==> src/rtl/sisp_ctx_loader.sv <==
// sisp_ctx_loader: runs one descriptor as MODE write, CFG write, data burst, wait, readback sweep.
// Optional readback checksum output csum_o: define SISP_CTX_READBACK_CSUM_EN.
module sisp_ctx_loader #(
    parameter int DATA_W    = 64,
    parameter int ADDR_W    = 8,
    parameter int LEN_W     = 8,
    parameter int WAIT_W    = 16,
    parameter int MODE_ADDR = 140,
    parameter int CFG_ADDR  = 0
) (
    input  logic              clk,
    input  logic              reset,
    input  logic              start_i,
    input  logic [5:0]        mode_i,
    input  logic [DATA_W-1:0] cfg_i,
    input  logic [ADDR_W-1:0] burst_addr_i,
    input  logic [LEN_W-1:0]  burst_len_i,
    input  logic [WAIT_W-1:0] wait_cycles_i,
    input  logic [ADDR_W-1:0] rd_base_i,
    input  logic [LEN_W-1:0]  rd_len_i,
    input  logic [DATA_W-1:0] src_data_i,
    input  logic              src_valid_i,
    output logic              src_ready_o,
    input  logic              sisp_stall_i,
    output logic [ADDR_W-1:0] ctx_addr_o,
    output logic [DATA_W-1:0] ctx_data_o,
    output logic              ctx_we_o,
    output logic              ctx_rd_o,
    input  logic [DATA_W-1:0] sisp_dout_i,
    input  logic              sisp_dout_ready_i,
    output logic [DATA_W-1:0] rd_data_o,
    output logic              rd_valid_o,
`ifdef SISP_CTX_READBACK_CSUM_EN
    output logic [DATA_W-1:0] csum_o,
`endif
    output logic              busy_o,
    output logic              done_o
);

    typedef enum logic [2:0] {
        S_IDLE,
        S_MODE,
        S_CFG,
        S_BURST,
        S_WAIT,
        S_READ,
        S_DRAIN,
        S_DONE
    } state_t;

    state_t state_q, state_d;

    logic [5:0]        mode_q, mode_d;
    logic [DATA_W-1:0] cfg_q, cfg_d;
    logic [ADDR_W-1:0] burst_addr_q, burst_addr_d;
    logic [LEN_W-1:0]  burst_len_q, burst_len_d;
    logic [WAIT_W-1:0] wait_q, wait_d;
    logic [ADDR_W-1:0] rd_base_q, rd_base_d;
    logic [LEN_W-1:0]  rd_len_q, rd_len_d;
    logic [LEN_W-1:0]  word_cnt_q, word_cnt_d;
    logic [WAIT_W-1:0] wait_cnt_q, wait_cnt_d;
    logic [LEN_W-1:0]  cap_cnt_q, cap_cnt_d;
    logic [DATA_W-1:0] rd_data_q, rd_data_d;
    logic              rd_valid_q, rd_valid_d;
`ifdef SISP_CTX_READBACK_CSUM_EN
    logic [DATA_W-1:0] csum_q, csum_d;
`endif

    logic start_accept;
    logic src_fire;
    logic rd_issue;
    logic cap_fire;

    // Source stream handshake: a word moves on every cycle where src_valid_i and
    // src_ready_o are both high; ready never depends on valid, and it goes low
    // whenever SISP stalls, so a stalled word simply waits on the source side.
    assign start_accept = (state_q == S_IDLE) && start_i;
    assign src_fire     = (state_q == S_BURST) && src_valid_i && !sisp_stall_i;
    assign rd_issue     = (state_q == S_READ) && !sisp_stall_i;
    assign cap_fire     = ((state_q == S_READ) || (state_q == S_DRAIN))
                          && sisp_dout_ready_i && (cap_cnt_q != rd_len_q);

    always_ff @(posedge clk) begin
        if (reset) begin
            state_q <= S_IDLE;
        end else begin
            state_q <= state_d;
        end
    end

    // Zero-length phases are skipped at the transition, so an empty descriptor
    // runs MODE, CFG, DONE back to back.
    always_comb begin
        state_t after_wait_st;
        state_t after_burst_st;
        after_wait_st  = (rd_len_q != '0) ? S_READ : S_DONE;
        after_burst_st = (wait_q != '0) ? S_WAIT : after_wait_st;
        state_d        = state_q;
        case (state_q)
            S_IDLE: begin
                if (start_i) begin
                    state_d = S_MODE;
                end
            end
            S_MODE: begin
                if (!sisp_stall_i) begin
                    state_d = S_CFG;
                end
            end
            S_CFG: begin
                if (!sisp_stall_i) begin
                    state_d = (burst_len_q != '0) ? S_BURST : after_burst_st;
                end
            end
            S_BURST: begin
                if (src_fire && (word_cnt_q == burst_len_q - LEN_W'(1))) begin
                    state_d = after_burst_st;
                end
            end
            S_WAIT: begin
                if (wait_cnt_q == wait_q - WAIT_W'(1)) begin
                    state_d = after_wait_st;
                end
            end
            S_READ: begin
                if (rd_issue && (word_cnt_q == rd_len_q - LEN_W'(1))) begin
                    state_d = S_DRAIN;
                end
            end
            S_DRAIN: begin
                if (cap_cnt_q == rd_len_q) begin
                    state_d = S_DONE;
                end
            end
            S_DONE: begin
                state_d = S_IDLE;
            end
            default: begin
                state_d = S_IDLE;
            end
        endcase
    end

    always_comb begin
        src_ready_o = 1'b0;
        ctx_addr_o  = '0;
        ctx_data_o  = '0;
        ctx_we_o    = 1'b0;
        ctx_rd_o    = 1'b0;
        busy_o      = (state_q != S_IDLE);
        done_o      = (state_q == S_DONE);
        case (state_q)
            S_MODE: begin
                ctx_addr_o = ADDR_W'(MODE_ADDR);
                ctx_data_o = DATA_W'(mode_q);
                ctx_we_o   = !sisp_stall_i;
            end
            S_CFG: begin
                ctx_addr_o = ADDR_W'(CFG_ADDR);
                ctx_data_o = cfg_q;
                ctx_we_o   = !sisp_stall_i;
            end
            S_BURST: begin
                // Data and strobe pass straight through so the burst adds no latency.
                src_ready_o = !sisp_stall_i;
                ctx_addr_o  = burst_addr_q;
                ctx_data_o  = src_data_i;
                ctx_we_o    = src_valid_i && !sisp_stall_i;
            end
            S_READ: begin
                ctx_addr_o = rd_base_q + ADDR_W'(word_cnt_q);
                ctx_rd_o   = !sisp_stall_i;
            end
            default: begin
            end
        endcase
    end

    always_comb begin
        mode_d       = mode_q;
        cfg_d        = cfg_q;
        burst_addr_d = burst_addr_q;
        burst_len_d  = burst_len_q;
        wait_d       = wait_q;
        rd_base_d    = rd_base_q;
        rd_len_d     = rd_len_q;
        word_cnt_d   = word_cnt_q;
        wait_cnt_d   = wait_cnt_q;
        cap_cnt_d    = cap_cnt_q;
        rd_data_d    = rd_data_q;
        rd_valid_d   = cap_fire;
`ifdef SISP_CTX_READBACK_CSUM_EN
        csum_d       = csum_q;
`endif
        if (start_accept) begin
            mode_d       = mode_i;
            cfg_d        = cfg_i;
            burst_addr_d = burst_addr_i;
            burst_len_d  = burst_len_i;
            wait_d       = wait_cycles_i;
            rd_base_d    = rd_base_i;
            rd_len_d     = rd_len_i;
            cap_cnt_d    = '0;
`ifdef SISP_CTX_READBACK_CSUM_EN
            csum_d       = '0;
`endif
        end
        // Per-phase counters restart on every state change.
        if (state_d != state_q) begin
            word_cnt_d = '0;
            wait_cnt_d = '0;
        end else begin
            if (src_fire || rd_issue) begin
                word_cnt_d = word_cnt_q + LEN_W'(1);
            end
            if (state_q == S_WAIT) begin
                wait_cnt_d = wait_cnt_q + WAIT_W'(1);
            end
        end
        if (cap_fire) begin
            cap_cnt_d = cap_cnt_q + LEN_W'(1);
            rd_data_d = sisp_dout_i;
`ifdef SISP_CTX_READBACK_CSUM_EN
            csum_d    = csum_q ^ sisp_dout_i;
`endif
        end
    end

    always_ff @(posedge clk) begin
        if (reset) begin
            mode_q       <= '0;
            cfg_q        <= '0;
            burst_addr_q <= '0;
            burst_len_q  <= '0;
            wait_q       <= '0;
            rd_base_q    <= '0;
            rd_len_q     <= '0;
            word_cnt_q   <= '0;
            wait_cnt_q   <= '0;
            cap_cnt_q    <= '0;
            rd_data_q    <= '0;
            rd_valid_q   <= 1'b0;
`ifdef SISP_CTX_READBACK_CSUM_EN
            csum_q       <= '0;
`endif
        end else begin
            mode_q       <= mode_d;
            cfg_q        <= cfg_d;
            burst_addr_q <= burst_addr_d;
            burst_len_q  <= burst_len_d;
            wait_q       <= wait_d;
            rd_base_q    <= rd_base_d;
            rd_len_q     <= rd_len_d;
            word_cnt_q   <= word_cnt_d;
            wait_cnt_q   <= wait_cnt_d;
            cap_cnt_q    <= cap_cnt_d;
            rd_data_q    <= rd_data_d;
            rd_valid_q   <= rd_valid_d;
`ifdef SISP_CTX_READBACK_CSUM_EN
            csum_q       <= csum_d;
`endif
        end
    end

    assign rd_data_o  = rd_data_q;
    assign rd_valid_o = rd_valid_q;
`ifdef SISP_CTX_READBACK_CSUM_EN
    assign csum_o     = csum_q;
`endif

endmodule

==> config.mk <==
export PLATFORM = sky130hd
export DESIGN_NAME = sisp_ctx_loader
export DESIGN_NICKNAME = d
export VERILOG_FILES = /design/src/rtl/sisp_ctx_loader.sv
export SDC_FILE = /design/constraint.sdc
export NUM_CORES = 1
export LEC_CHECK = 0
export ABC_AREA = 0
export CORE_UTILIZATION = 45
export DETAILED_ROUTE_END_ITERATION = 8
export HOLD_SLACK_MARGIN = 0.1
export PLACE_DENSITY = 0.79
export SYNTH_ARGS = -nofsm -noshare
export SYNTH_HDL_FRONTEND = slang
export SYNTH_SLANG_ARGS = --single-unit
==> constraint.sdc <==
create_clock -name clk -period 3.4 [get_ports clk]
set_clock_uncertainty 0.05 [all_clocks]
set_input_delay 1.02 -clock clk [delete_from_list [all_inputs] [get_ports clk]]
set_output_delay 1.02 -clock clk [all_outputs]
set_load 0.01 [all_outputs]
==> impl_metrics.json, run 1 <==
{
  "status": "finished with violations",
  "violations_in_the_final_reports": "negative setup slack",
  "post_cts_hold_buffer_count": 0,
  "synthesized_area_fraction_occupied_by_and_or_nand_nor_cells_pct": 24.53,
  "power.ir.vdd_worst_v": 0.0003141,
  "timing.critical_path.from": "rd_base_q[0]$_SDFFE_PP0P_",
  "gr-max-usage-layer": "met2",
  "fp.dieW_um": 153.5,
  "worst_path_max_delay_cell": "sky130_fd_sc_hd__dfxtp_2",
  "mostFrequentLayoutCells": "sky130_fd_sc_hd__nand2_1, sky130_fd_sc_hd__clkdlybuf4s50_1, sky130_fd_sc_hd__dfxtp_1, sky130_fd_sc_hd__a21oi_1, sky130_fd_sc_hd__a22o_1",
  "worstPathCellList": "ha_4 -> inv_2 -> fa_2 -> nor2b_1 -> o21ai_1 -> a21boi_1 -> o21a_1 -> nor3_1 -> nand3b_1 -> a21oi_2 -> buf_2",
  "achievable-frequency_mhz": 280.7,
  "synth_flop_cell": "sky130_fd_sc_hd__dfxtp_1",
  "die-height_um": 153.5,
  "slew_violations": 0,
  "tritoncts.num_buffers": 24,
  "register_area_um2": 4373,
  "drc": 0,
  "synth.top_cells.by_area": "sky130_fd_sc_hd__dfxtp_1, sky130_fd_sc_hd__nand2_1, sky130_fd_sc_hd__a21oi_1",
  "crit_type": "reg2out",
  "synthesis.yosys.warnings": 0,
  "worst_setup_path_end_kind": "output pin",
  "die_outline_area_um2": 23550,
  "synth.net_count": 1598,
  "endpoint": "ctx_addr_o[6]",
  "worst_max_slew_margin_expressed_relative_to_the_limit_pct": 30.49,
  "starting_density_of_the_core_pct": 45.74,
  "mostFrequentLayoutCell": "sky130_fd_sc_hd__nand2_1",
  "gpl.final_weighted_congestion": 0.9495,
  "power.density_cell_area_nw_per_um2": 434.8,
  "netlist_area_um2": 10320,
  "finalSetupViolations": 4,
  "dp_hpwl_mm": 26.34,
  "floorplan.io_pins": 394,
  "power_leakage_uw": 0.006501,
  "worst_ep_arrival_time_ns": 2.49,
  "ant_nets": 0,
  "synth_largest_type_area_fraction_pct": 42.27,
  "placement_rows": 55,
  "cts.htree.levels": 1,
  "setup_slack_ns": -0.1629,
  "r2r_slack_ns": 0.35,
  "total_power_uw": 6881,
  "met2_use_gr_pct": 52.10,
  "grt_pass1_wl_mm": 56.67,
  "totalWireLength_mm": 38.17,
  "met3_resource_use_gr_pct": 7.712,
  "timing.final.crit_share_pct": 104.8,
  "first_global_vias": 10500,
  "synth-async-reset-ratio_pct": 0,
  "grt_start_max_net_pins": 97,
  "first_pass_iters": 5,
  "avgSynthCellArea_um2": 7.751,
  "layout-drive-gt1-share_pct": 8.812,
  "detailroute.via_count": 11030,
  "root_buffer": "sky130_fd_sc_hd__clkbuf_16",
  "max_stage_delay_ns": 0.36,
  "gr-usage-all-layers_pct": 30.39,
  "slew_at_the_pin_closest_to_its_max_slew_limit_ns": 1.043,
  "multi_input_comb_area_um2": 5575,
  "syn_inst": 1332,
  "timing.rr.end": "wait_cnt_q[15]$_SDFFE_PP0P_",
  "wl_per_cell_um": 18.92,
  "postSynthRegisterBits": 218,
  "max_cap_violations": 0,
  "worst_ep_required_time_ns": 2.33,
  "crit_fanout": 2,
  "yosysUniqueCellTypes": 66,
  "area_overhead_of_the_layout_relative_to_synthesis_pct": 53.27,
  "max-clock-path-buffers": 3,
  "cts.clk_slew.worst_paths_ns": 0.06,
  "synth_top_area_cell": "sky130_fd_sc_hd__dfxtp_1",
  "worst_setup_path_start_kind": "flip-flop",
  "synth.area.mux_share_pct": 1.381,
  "synth_enable_flop_cells": 0,
  "worst-r2r-cell-count": 8,
  "final_nets": 1974,
  "fraction_of_synthesized_cell_area_in_xor_and_xnor_cells_pct": 6.095,
  "initial_detailed_routing_violation_count": 709,
  "rsz0062_at_grt": "true",
  "clock_sinks": 218,
  "clkLatencyLatePin_ns": 0.53,
  "yosys.area_share.adder_pct": 1.769,
  "grt-ovfl-total": 0,
  "dominant_combinational_cell_family_by_area_after_synthesis": "simple AND/OR/NAND/NOR gates",
  "globalRouteMet1Util_pct": 35.66,
  "tritoncts_clock_tree": "done",
  "worst_setup_slack_after_placement_ns": -0.1783,
  "finalHoldViolations": 0,
  "avgViaCountPerCell": 5.469,
  "port-buffer-count": 393,
  "synth_seq_area_share_pct": 42.27,
  "min-delay-path-class": "reg2reg",
  "reg2reg_from": "wait_q[0]$_SDFFE_PP0P_",
  "synth_compound_area_share_pct": 19.32,
  "filler_cell_count": 1834,
  "floorplan.core_area_um2": 22570,
  "antenna_found_initial": 9,
  "final.min_clock_period_ns": 3.563
}
## through the flow
stage	setup TNS, ns	hold WS, ns	cells	instance area (µm²)	util, %
detailed placement	-0.7870	0.3956	1954	14640	64.86
floorplan	0	0.3857	1332	10320	-
finish	-0.3790	0.4030	2017	15830	70.11
global route	-1.000	0.4170	2016	15820	70.10
CTS	-0.1066	0.4044	2001	15560	68.96
global placement	-0.4110	0.3907	1954	14640	64.86
## state kept, by name, summed over array words and instances, names as in the netlist
signal	count
wait_cnt_q	16
wait_q	16
mode_q	6
cap_cnt_q	8
rd_valid_o	1
state_q	3
burst_addr_q	8
rd_len_q	8
burst_len_q	8
rd_data_o	64
rd_base_q	8
word_cnt_q	8
cfg_q	64
## Yosys cell counts, types with 18 or more instances
master                     instances
sky130_fd_sc_hd__nand2_1         390
sky130_fd_sc_hd__dfxtp_1         218
sky130_fd_sc_hd__xnor2_1          39
sky130_fd_sc_hd__nor3_2           19
sky130_fd_sc_hd__clkbuf_1         87
sky130_fd_sc_hd__nor3_1           18
sky130_fd_sc_hd__nor2_1           57
sky130_fd_sc_hd__a21oi_1         214
sky130_fd_sc_hd__inv_1            19
sky130_fd_sc_hd__a22o_1           59
sky130_fd_sc_hd__xor2_1           31
sky130_fd_sc_hd__o21ai_0          22
## worst min path at each step
stage               cells after the start                  startpoint  slack (ns)                          to
floorplan                               2       cfg_q[0]$_SDFFE_PP0P_        0.39       cfg_q[0]$_SDFFE_PP0P_
global placement                        2      cfg_q[47]$_SDFFE_PP0P_        0.39      cfg_q[47]$_SDFFE_PP0P_
detailed placement                      2   rd_data_o[5]$_SDFFE_PP0P_        0.40   rd_data_o[5]$_SDFFE_PP0P_
global route                            2  rd_data_o[24]$_SDFFE_PP0P_        0.42  rd_data_o[24]$_SDFFE_PP0P_
finish                                  2       cfg_q[8]$_SDFFE_PP0P_        0.40       cfg_q[8]$_SDFFE_PP0P_
CTS                                     2   rd_data_o[5]$_SDFFE_PP0P_        0.40   rd_data_o[5]$_SDFFE_PP0P_
## critical path: cells and delay by family, from the launching register on
kind	cells	cell delay, ns
adder cells (fa/ha/maj)	2	0.49
AO/OA/AOI/OAI	4	0.62
buffers and inverters	2	0.17
AND/OR/NAND/NOR	3	0.32
flip-flops	1	0.36
## logic make-up after synthesis
kind of cell / Yosys count
AOI/OAI and AO/OA: 329
muxes: 14
and+or+nand+nor: 570
DFF: 218
adders and majority gates: 14
xor gates and xnor gates: 71
buffers and inverters: 116
## report_power, final
| group | switching (µW) | internal (µW) | leakage (µW) | total [µW] |
|---|---|---|---|---|
| clock | 1090 | 1720 | 0.000424 | 2810 |
| combinational | 644 | 638 | 0.00430 | 1280 |
| sequential | 112 | 2680 | 0.00178 | 2790 |
| total | 1850 | 5040 | 0.00650 | 6880 |
## repair_timing
action,4_1_cts,5_1_grt
gates cloned,2,4
setup buffers,2,5
pin swaps,5,8
endpoints found under the hold margin,0,0
setup endpoints to repair,72,67
resized for setup,54,47
## routing by layer
metal,part of all wire (%),wire (µm)
met5,0.068,26
met3,7.7,2948
met1,39,14880
met4,3.9,1475
met2,49,18840
## cell type report
cell class              count  share of cell area (%)
diodes                      7                  0.1107
clock buffers              35                   4.625
clock inverters             8                  0.8144
inverters                  19                  0.4507
multi-input cells         998                   35.23
flip-flops and latches    218                   27.63
well taps                 285                   2.253
repair buffers            447                   28.88
Note: power is estimated with default switching activity, not from simulation.
==> run 2, diff against run 1 <==
REMOVE_ABC_BUFFERS = 1   (was not set)
==> run 2 against run 1 <==
Compared with the run above: the run still ends with negative setup slack left; utilization shrank 0.31 points; design area shrank 0.44%; register-to-register slack gained 0.07 ns; total power shrank 2.1%; first-iteration DRC count shrank 14%; routed wire length shrank 6.1%; setup slack lost 0.013 ns; critical endpoint unchanged; largest power group is now registers.
==> impl_metrics.json, run 2 (synthesis gave the netlist of run 1 again) <==
{
  "status": "finished with violations",
  "violations_in_the_final_reports": "negative setup slack",
  "worst_setup_path_start_kind": "flip-flop",
  "tritoncts.num_buffers": 24,
  "max_cap_violations": 0,
  "floorplan.core_area_um2": 22570,
  "grt_start_max_net_pins": 74,
  "worst-r2r-cell-count": 10,
  "totalWireLength_mm": 35.83,
  "worst_ep_required_time_ns": 2.33,
  "rsz0062_at_grt": "true",
  "root_buffer": "sky130_fd_sc_hd__clkbuf_16",
  "clock_sinks": 218,
  "timing.critical_path.from": "rd_base_q[0]$_SDFFE_PP0P_",
  "grt-ovfl-total": 0,
  "finalHoldViolations": 0,
  "drc": 0,
  "area_overhead_of_the_layout_relative_to_synthesis_pct": 52.59,
  "r2r_slack_ns": 0.42,
  "mostFrequentLayoutCells": "sky130_fd_sc_hd__nand2_1, sky130_fd_sc_hd__clkdlybuf4s50_1, sky130_fd_sc_hd__dfxtp_1, sky130_fd_sc_hd__a21oi_1, sky130_fd_sc_hd__a22o_1",
  "die-height_um": 153.5,
  "cts.htree.levels": 1,
  "timing.final.crit_share_pct": 105.2,
  "power.ir.vdd_worst_v": 0.0004024,
  "hold_path_end": "cfg_q[4]$_SDFFE_PP0P_",
  "register_area_um2": 4372,
  "grt_pass1_wl_mm": 56.17,
  "die_outline_area_um2": 23550,
  "first_pass_iters": 4,
  "worstPathCellList": "ha_4 -> inv_2 -> fa_2 -> nor2b_2 -> o21ai_2 -> a21boi_2 -> o21a_1 -> nor3_2 -> nand3b_1 -> a21oi_2 -> buf_6",
  "fin_tns_setup_ns": -0.2330,
  "slew_at_the_pin_closest_to_its_max_slew_limit_ns": 1.064,
  "detailroute.via_count": 10850,
  "crit_fanout": 2,
  "tritoncts_clock_tree": "done",
  "worst_setup_slack_after_placement_ns": -0.3077,
  "max-clock-path-buffers": 3,
  "crit_family": "compound AO/OA/AOI/OAI gates",
  "antenna_found_initial": 3,
  "min-delay-path-class": "reg2reg",
  "wl_per_cell_um": 17.76,
  "ant_nets": 0,
  "worstHoldStart": "cfg_q[4]$_SDFFE_PP0P_",
  "floorplan.io_pins": 394,
  "finalSetupViolations": 2,
  "power.density_cell_area_nw_per_um2": 427.4,
  "port-buffer-count": 393,
  "placement_rows": 55,
  "gr-usage-all-layers_pct": 29.70,
  "initial_detailed_routing_violation_count": 613,
  "worst_path_max_delay_cell": "sky130_fd_sc_hd__fa_2",
  "gpl.final_weighted_congestion": 0.9217,
  "layout-drive-gt1-share_pct": 9.422,
  "first_global_vias": 10710,
  "worst_max_slew_margin_expressed_relative_to_the_limit_pct": 28.80,
  "reg2reg_from": "wait_q[0]$_SDFFE_PP0P_",
  "final.min_clock_period_ns": 3.576,
  "final_core_utilization_pct": 69.80,
  "mostFrequentLayoutCell": "sky130_fd_sc_hd__nand2_1",
  "cts.clk_slew.worst_paths_ns": 0.06,
  "crit_buf_inv": 2,
  "max_stage_delay_ns": 0.36,
  "final_nets": 1979,
  "filler_cell_count": 1843,
  "worst_setup_path_end_kind": "output pin",
  "hold-path-cell-count": 2,
  "starting_density_of_the_core_pct": 45.74,
  "slew_violations": 0,
  "power_leakage_uw": 0.006259,
  "crit_type": "reg2out",
  "clkLatencyLatePin_ns": 0.52,
  "worst_ep_arrival_time_ns": 2.51,
  "fp.dieW_um": 153.5,
  "timing.rr.end": "state_q[1]$_SDFF_PP0_",
  "dp_hpwl_mm": 25.87,
  "setup_slack_ns": -0.1759,
  "avgViaCountPerCell": 5.381,
  "multi_input_comb_area_um2": 5603,
  "achievable-frequency_mhz": 279.6
}
-- run 2: changes by cell type in the layout (fill, tap and decap cells not counted), moves of 5 or more --
cell                             previous run  this run
sky130_fd_sc_hd__buf_4                     39        44
sky130_fd_sc_hd__clkbuf_8                   9         3
sky130_fd_sc_hd__diode_2                    7         2
sky130_fd_sc_hd__dlygate4sd2_1             21        35
sky130_fd_sc_hd__dlymetal6s2s_1            34        18
-- run 2: worst reg2reg max path: cells and delay by family, from the launching register on --
kind | cells | cell delay (ns)
AO/OA/AOI/OAI | 3 | 0.75
adder cells (fa/ha/maj) | 1 | 0.22
buffers and inverters | 2 | 0.26
flip-flops | 1 | 0.35
AND/OR/NAND/NOR | 4 | 1.23
-- run 2: layout make-up --
class                      count  area share [%]
sequential                   218           27.75
clock inverter                11          0.9133
inverter                      19          0.4527
multi-input combinational    998           35.56
antenna                        2         0.03177
clock buffer                  32           4.193
tap                          285           2.263
timing repair buffer         452           28.84
-- run 2: per-layer routing --
layer | global-route usage [%] | vias to the layer above | part of all wire (%)
met5 | 0 | - | 0.039
met4 | 11.43 | 2 | 3.5
met3 | 8.563 | 73 | 7.9
met2 | 52.73 | 371 | 50
met1 | 33.48 | 5113 | 39
li1 | - | 5295 | -
-- run 2: how the worst max path moves through the flow --
stage | end | slack [ns] | depth (start not counted)
detailed placement | ctx_addr_o[6] | -0.31 | 11
finish | ctx_addr_o[6] | -0.18 | 11
CTS | ctx_addr_o[6] | -0.17 | 11
global placement | ctx_addr_o[6] | -0.22 | 11
global route | ctx_addr_o[6] | -0.25 | 11
floorplan | ctx_data_o[10] | -1.88 | 3
-- run 2: what timing repair did --
action / in CTS / in global routing
endpoints found under the hold margin: 0 / 0
cloned: 2 / 0
setup buffers: 15 / 1
gates resized for setup: 90 / 30
endpoints found under the setup margin: 75 / 41
pin swaps: 17 / 14
hold buffers: 0 / 0
-- run 2: stage by stage --
stage	total power, µW	instances	hold WS, ns	instance area [µm²]
final	6733	2017	0.4021	15760
after CTS	6770	2014	0.4036	15670
after detailed placement	4110	1962	0.3960	14720
after floorplan	3411	1235	0.3796	9917
after global routing	6999	2017	0.4193	15760
after global placement	4080	1962	0.3902	14720
-- run 2: power breakdown --
group | switching, µW | internal, µW | leakage, µW
logic | 638 | 643 | 0.00409
registers | 107 | 2680 | 0.00178
clock network | 1070 | 1600 | 0.000396
==> patch (config.mk and constraints of run 2) <==
Add an input register stage for `cfg_i`, without a reset; this delays it by one clock. The other inputs are not delayed to match.
--- a/src/rtl/sisp_ctx_loader.sv
+++ b/src/rtl/sisp_ctx_loader.sv
@@ -49,4 +49,10 @@
     } state_t;
 
+    logic [DATA_W-1:0] cfg_r;
+
+    always_ff @(posedge clk) begin
+        cfg_r <= cfg_i;
+    end
+
     state_t state_q, state_d;
 
@@ -195,5 +201,5 @@
         if (start_accept) begin
             mode_d       = mode_i;
-            cfg_d        = cfg_i;
+            cfg_d        = cfg_r;
             burst_addr_d = burst_addr_i;
             burst_len_d  = burst_len_i;
Function: changed (a bounded check fails within 4 cycles, from zero or initial values and one cycle with reset high).
==> patch against run 2 <==
The run still ends with negative setup slack left; combinational power rose by 23%; non-clock buffer count fell by 8; worst setup slack got worse by 49 ps; sequential cell count rose by 64; hold slack got worse by 20 ps; synthesized area rose by 15%; routed wire length rose by 6.2%; cell area rose by 11%; power rose by 25%; utilization fell by 2.7 points; critical path type unchanged; largest power group unchanged.
==> patch: results (changes against run 2) <==
Timing
  – Setup-failing EPs final: 5 (+3)
  – Measured slew at the worst slew-check pin: 1140 ps (+73.9 ps)
  – Worst setup margin: -225 ps (-49.0 ps)

Synthesis
  – Sequential fraction of the synthesis area: 47.5% (+5.3 points)
  – Synth cell count leaders: nand2_1 (414), dfxtp_1 (282), a21oi_1 (209)
  – Distinct cell type count after synthesis: 64 (-3.0%)
  – Main area contributors after synthesis: dfxtp_1 (48%), nand2_1 (13%), a21oi_1 (8.8%)

Clock tree
  – CTS buffer count: 30 (+25%)
  – Worst skew pair latency: 550 ps (+30 ps)

Critical path
  – Worst Path Arrival: 2550 ps (+40 ps)
  – Reg2Reg Depth: 9 (-1)
  – Critical Path Sink: ctx_addr_o[5]
  – Setup crit start: word_cnt_q[0]
  – R2R Setup Slk: 220 ps (-200 ps)

Drt
  – Pre-antenna DRT Iters: 5 (+1)
  – Vias: 11400 (+4.8%)

Run status
  – Outcome: finished, violations left
  – Violated checks: negative setup slack

Placed design
  – Detailed placement HPWL: 26600 um (+2.6%)
  – DP Area: 16300 um2 (+11%)
  – GP Congestion: 0.940 (+1.9%)

Global route
  – Largest net degree at the start of global routing: 195 (+160%)
  – All-Layer GR Usage: 27.1% (-2.6 points)

Cells and area
  – Post-synthesis to final-layout area growth: 46.7%
  – FILL cells: 2127 (+15%)
  – Share of cells above drive strength 1: 7.48% (-1.9 points)

Power
  – VDD IR max: 0.453 mV (+13%)
  – Leak: 6.63 nW (+5.9%)
==> patch: cell families (layout without fill, tap and decap cells) <==
logic type      Yosys count  in the layout  share of synthesized area (%)
fa+ha+maj                14             14                           1.54
other cells               0              2                              0
compound gates          264            264                           12.4
flops                   282            282                           47.5
simple gates            646            646                           22.7
xor+xnor                 74             74                           5.46
buf+inv                 126            518                           4.15
mux                      73             73                           6.17
==> patch: layer usage <==
layer / vias to the layer above / wire length, um / global-route usage, %
met3: 86 / 2600 / 6.88
li1: 5622 / - / -
met5: - / 14 / 0
met1: 5307 / 14700 / 31.4
met4: 2 / 1260 / 9.55
met2: 356 / 19500 / 48.2
==> patch: worst max-delay path: cells and delay by family (launching register included) <==
kind | cells | cell delay, ps
compound gates | 5 | 770
buf+inv | 4 | 500
flops | 1 | 340
fa+ha+maj | 1 | 160
xor+xnor | 1 | 120
simple gates | 1 | 120
==> patch: power by group <==
group,switching (W),internal (W),total (W)
combinational,0.000796,0.000779,0.00157
clock,0.00132,0.00190,0.00322
sequential,0.000143,0.00348,0.00363
==> patch: final cells by class <==
type,count,share of cell area [%]
Multi-Input combinational cell,1071,33.6
Sequential cell,282,32.4
Timing Repair Buffer,444,25.4
Clock buffer,48,5.22
Tap cell,335,2.41
Clock inverter,8,0.424
Inverter,18,0.402
Antenna cell,2,0.0287
==> patch: repair_timing <==
action,in CTS,in global routing
resized for setup,46,16
gates cloned,0,1
pin swaps,22,12
hold buffers,0,0
setup buffers,6,1
endpoints found under the hold margin,0,0
endpoints found under the setup margin,20,12
